<file path="src/rtl/uart_tx.sv">
// 8N1 UART transmitter fed by a valid/ready byte handshake; TX_Ready rises at the end of each frame.
// Define UART_TX_PARITY_EN to insert an even parity bit between the data bits and the stop bit.
module uart_tx #(
  parameter int unsigned FREQ_CLK = 100000000,
  parameter int unsigned TX_SPEED = 115200
) (
  input  logic       Clk,
  input  logic       Rst,
  input  logic       TX_Valid,
  input  logic [7:0] TX_DataIn,
  output logic       TX_Ready,
  output logic       TXD
);

  localparam int unsigned BIT_CYCLES = FREQ_CLK / TX_SPEED;
  localparam int unsigned CNT_W      = (BIT_CYCLES > 1) ? $clog2(BIT_CYCLES) : 1;
  localparam int unsigned BIT_W      = 3;
  localparam logic [CNT_W-1:0] BAUD_TC  = CNT_W'(BIT_CYCLES - 1);
  localparam logic [BIT_W-1:0] LAST_BIT = BIT_W'(7);

  if (BIT_CYCLES < 2) begin : g_bad_baud
    $error("uart_tx: FREQ_CLK / TX_SPEED must be at least 2");
  end

`ifdef UART_TX_PARITY_EN
  typedef enum logic [2:0] {IDLE, START, DATA, PARITY, STOP} state_e;
`else
  typedef enum logic [1:0] {IDLE, START, DATA, STOP} state_e;
`endif

  state_e           state_q, state_d;
  logic [CNT_W-1:0] baud_q, baud_d;
  logic [BIT_W-1:0] bit_q, bit_d;
  logic [7:0]       shift_q, shift_d;
  logic             txd_q, txd_d;
  logic             ready_q, ready_d;
  logic             baud_tc;
`ifdef UART_TX_PARITY_EN
  logic             parity_q, parity_d;
`endif

  assign baud_tc  = (baud_q == BAUD_TC);
  assign TXD      = txd_q;
  assign TX_Ready = ready_q;

  // State and datapath registers
  always_ff @(posedge Clk) begin
    if (Rst) begin
      state_q  <= IDLE;
      baud_q   <= '0;
      bit_q    <= '0;
      shift_q  <= '0;
      txd_q    <= 1'b1;
      ready_q  <= 1'b1;
`ifdef UART_TX_PARITY_EN
      parity_q <= 1'b0;
`endif
    end else begin
      state_q  <= state_d;
      baud_q   <= baud_d;
      bit_q    <= bit_d;
      shift_q  <= shift_d;
      txd_q    <= txd_d;
      ready_q  <= ready_d;
`ifdef UART_TX_PARITY_EN
      parity_q <= parity_d;
`endif
    end
  end

  // Next-state and next-output logic; every bit period ends on the baud terminal count
  always_comb begin
    state_d  = state_q;
    baud_d   = baud_q;
    bit_d    = bit_q;
    shift_d  = shift_q;
    txd_d    = txd_q;
    ready_d  = ready_q;
`ifdef UART_TX_PARITY_EN
    parity_d = parity_q;
`endif

    if (state_q != IDLE) begin
      baud_d = baud_tc ? '0 : baud_q + CNT_W'(1);
    end

    case (state_q)
      IDLE: begin
        txd_d   = 1'b1;
        ready_d = 1'b1;
        if (TX_Valid) begin
          shift_d = TX_DataIn;
          baud_d  = '0;
          txd_d   = 1'b0;
          ready_d = 1'b0;
          state_d = START;
`ifdef UART_TX_PARITY_EN
          parity_d = ^TX_DataIn;
`endif
        end
      end
      START: begin
        if (baud_tc) begin
          txd_d   = shift_q[0];
          bit_d   = '0;
          state_d = DATA;
        end
      end
      DATA: begin
        if (baud_tc) begin
          if (bit_q != LAST_BIT) begin
            shift_d = {1'b0, shift_q[7:1]};
            txd_d   = shift_q[1];
            bit_d   = bit_q + BIT_W'(1);
          end else begin
`ifdef UART_TX_PARITY_EN
            txd_d   = parity_q;
            state_d = PARITY;
`else
            txd_d   = 1'b1;
            state_d = STOP;
`endif
          end
        end
      end
`ifdef UART_TX_PARITY_EN
      PARITY: begin
        if (baud_tc) begin
          txd_d   = 1'b1;
          state_d = STOP;
        end
      end
`endif
      STOP: begin
        if (baud_tc) begin
          ready_d = 1'b1;
          state_d = IDLE;
        end
      end
      default: begin
        state_d = IDLE;
      end
    endcase
  end

endmodule

</file>
<file path="config.mk">
export PLATFORM = sky130hd
export DESIGN_NAME = uart_tx
export DESIGN_NICKNAME = d
export VERILOG_FILES = /design/src/rtl/uart_tx.sv
export SDC_FILE = /design/constraint.sdc
export NUM_CORES = 1
export LEC_CHECK = 0
export CORE_MARGIN = 4
export CORE_UTILIZATION = 45
export CTS_BUF_LIST = sky130_fd_sc_hd__clkbuf_8 sky130_fd_sc_hd__clkbuf_16
export CTS_CLUSTER_SIZE = 16
export DETAILED_ROUTE_END_ITERATION = 10
export GPL_ROUTABILITY_DRIVEN = 0
export SLEW_MARGIN = 20
export SYNTH_ARGS = -nofsm -noshare
export SYNTH_HDL_FRONTEND = slang
export SYNTH_SLANG_ARGS = --single-unit
</file>
<file path="constraint.sdc">
create_clock -name Clk -period 4.1 [get_ports Clk]
set_input_delay 0.41 -clock Clk [delete_from_list [all_inputs] [get_ports Clk]]
set_output_delay 0.41 -clock Clk [all_outputs]
set_load 0.005 [all_outputs]
</file>
==> results.cfg <==
[outcome]
outcome = finished clean

[synthesis]
synth-async-reset-ratio_pct = 0
syn_area_per_cell_sq_um = 8.54
synthTopCellsByCount = sky130_fd_sc_hd__dfxtp_1, sky130_fd_sc_hd__nor2_1, sky130_fd_sc_hd__nand2_1, sky130_fd_sc_hd__a21oi_1, sky130_fd_sc_hd__nand3_1
synthDominantAreaCellType = sky130_fd_sc_hd__dfxtp_1
postSynthCellCount = 168
synth_enable_flop_cells = 0
synthFlopType = sky130_fd_sc_hd__dfxtp_1
mappedNetlistNets = 187
synth-seq-area-share_pct = 34.9
synth_area_sq_mm = 0.00144
yosys.area.top_type_share_pct = 34.9
synth_cell_type_count = 46
synth.area.top_cells = sky130_fd_sc_hd__dfxtp_1, sky130_fd_sc_hd__ha_1, sky130_fd_sc_hd__nor2_1
synthesis.yosys.warnings = 0
ys_ff_latch = 25

[pwr]
p_comb_share_pct = 41.3
p_sw_share_pct = 38.3
p_clk_share_pct = 17.0
worst_ir_drop_vdd_uv = 418
powerDensity_mw_per_mm2 = 533
cellLeakagePower_uw = 0.000621
p_int_uw = 530
power_frac_seq_pct = 41.7
total_switching_power_uw = 328

[clock_network]
clockBufferDepth = 2
clkLatencyLatePin_ps = 270
clock_slew_at_reported_path_ffs_ps = 90
postCtsResizedCells = 0
buffer_type_at_the_clock_tree_root = sky130_fd_sc_hd__clkbuf_8
cts_made_buffers = 3
cts_tree = done
postCtsSetupRepairBufs = 0
h-tree-depth = 1
cts.sinks = 25
number_of_hold_buffers_added_after_cts = 0

[place]
io_port_bufs = 12
hpwlAfterDp_um = 2140
post_place_cells = 214

[global_routing]
antenna_found_initial = 0
grt_pass1_wl_um = 5160
grt_overflow_total = 0
global_route.usage.total_pct = 15.3
via_count_of_the_first_global_routing_pass = 1104
grt_start_max_net_pins = 32

[worst_setup_path]
timing.critical_path.from_type = flip-flop
critPathRequiredTime_ps = 4320
critPathLaunch = state_q[0]
crit_type = reg -> reg
crit_path_max_incr_delay_ps = 660
critical_path.reg2reg.startpoint = state_q[0]
critPathArrivalTime_ps = 2470
cp-end-kind = flip-flop
worst-path-max-fanout = 22
slowest_stage_cell_on_the_critical_path = sky130_fd_sc_hd__ha_1
timing.critical_path.cells = inv_1, ha_1, nand3b_1, o21ai_1, o221a_2
r2r_slack_ps = 1850

[timing]
finalSetupTns_ps = 0
hold_violations = 0
layout_min_cycle_time_ps = 2250
final.period_utilization_pct = 54.9
timing.slew.headroom_pct = 49.1
rsz0062_at_grt = no
clock-skew-final_ps = 1.86
setup_violations = 0
maxClockFrequency_mhz = 444
max_slew.worst_pin.slew_ps = 764
slew_violations = 0

[floorplanning]
floorplan.rows = 20
die-width_um = 64.5
overall_die_area_sq_mm = 0.00416
initial_utilization_pct = 47.0
die_h_um = 64.5
ioPinCount = 13
fp.coreArea_sq_mm = 0.00305

[layout]
layout-drive-gt1-share_pct = 12.6
final_cells = 218
multi_input_area_sq_um = 876
fin_util_pct = 52.8
areaGrowthSynthToFinish_pct = 12.3
num-nets-final = 194
antenna_cells_inserted = 0
layout.area.seq_sq_um = 500
fill_cells = 296

[drt]
detailroute.via_count = 1198
violation_count_after_the_first_detailed_route_iteration = 71
wire_per_inst_um = 13.7
post_dr_vias_cell = 5.50
drt_pre_antenna_iters = 4
drc = 0
drt-total-wl_um = 2990
ant_nets = 0

[worst_hold_path]
hold_path.class = reg -> reg
holdCritStartpoint = bit_q[2]

[job]
maxCapViolCount = 0
final timing paths:
kind / endpoint / cells past startpoint
setup / recovery: shift_q[6] / 5
hold / removal: bit_q[2] / 2
setup reg to reg: shift_q[6] / 5
hold reg to reg: bit_q[2] / 2
flip-flops by register name (all words and copies together) (netlist names):
register and cells:
TXD 1, TX_Ready 1, bit_q 3, shift_q 8, baud_q 10, state_q 2
power by group through the flow:
stage | Clock, uW | Sequential (uW) | Combinational [uW]
after global routing | 162 | 368 | 401
after global placement | 0 | 360 | 345
final | 146 | 358 | 354
after detailed placement | 0 | 363 | 355
after floorplan | 0 | 349 | 276
after CTS | 151 | 358 | 356
metal layers:
layer  GRT usage [%]  up-vias  routed length [um]  share of wire, %
met4            2.37        0                   0                 0
met1            23.1      568                1580                53
li1                -      619                   -                 -
met2            23.6       11                1340                45
met5               0        -                   0                 0
met3            2.08        0                  64               2.1
worst max-delay path, delay by kind of cell (launching register included):
kind | cells | cell delay, ps
fa+ha+maj | 1 | 660
buf+inv | 1 | 110
flops | 1 | 350
compound gates | 2 | 690
simple gates | 1 | 390
through the flow:
stage	power (uW)	worst slack, ps	instance area, sq um	hold WS (ps)
detailed placement	717	1830	1570	465
CTS	864	1850	1620	478
global placement	706	1840	1570	461
floorplan	626	2330	1440	436
finish	858	1850	1610	476
global route	932	1600	1610	499
cells by family (layout without fill, tap and decap cells):
group / count (synthesis) / count (layout) / share of synthesized area, %
buffers and inverters: 15 / 21 / 4.10
adders and majority gates: 8 / 8 / 6.97
and+or+nand+nor: 78 / 78 / 29.8
DFF: 25 / 25 / 34.9
AOI/OAI and AO/OA: 36 / 36 / 20.3
muxes: 3 / 3 / 2.09
xor gates and xnor gates: 3 / 3 / 1.83
layout make-up:
type | count | area share, %
Clock buffer | 3 | 2.56
Clock inverter | 1 | 0.311
Inverter | 5 | 1.16
Multi-Input combinational cell | 128 | 54.3
Sequential cell | 25 | 31.1
Tap cell | 44 | 3.42
Timing Repair Buffer | 12 | 7.14
cell usage in the layout, fill, tap and decap left out, drive strengths merged, types with 4 or more instances in the layout:
cell type      Yosys  layout
dfxtp             25      25
nor2              25      25
nand2             11      11
clkdlybuf4s50      0      11
nand3             11      11
a21oi             10      10
ha                 8       8
nand2b             7       7
o221a              7       7
inv                5       5
and3               4       4
Note: power is estimated with default switching activity, not from simulation.
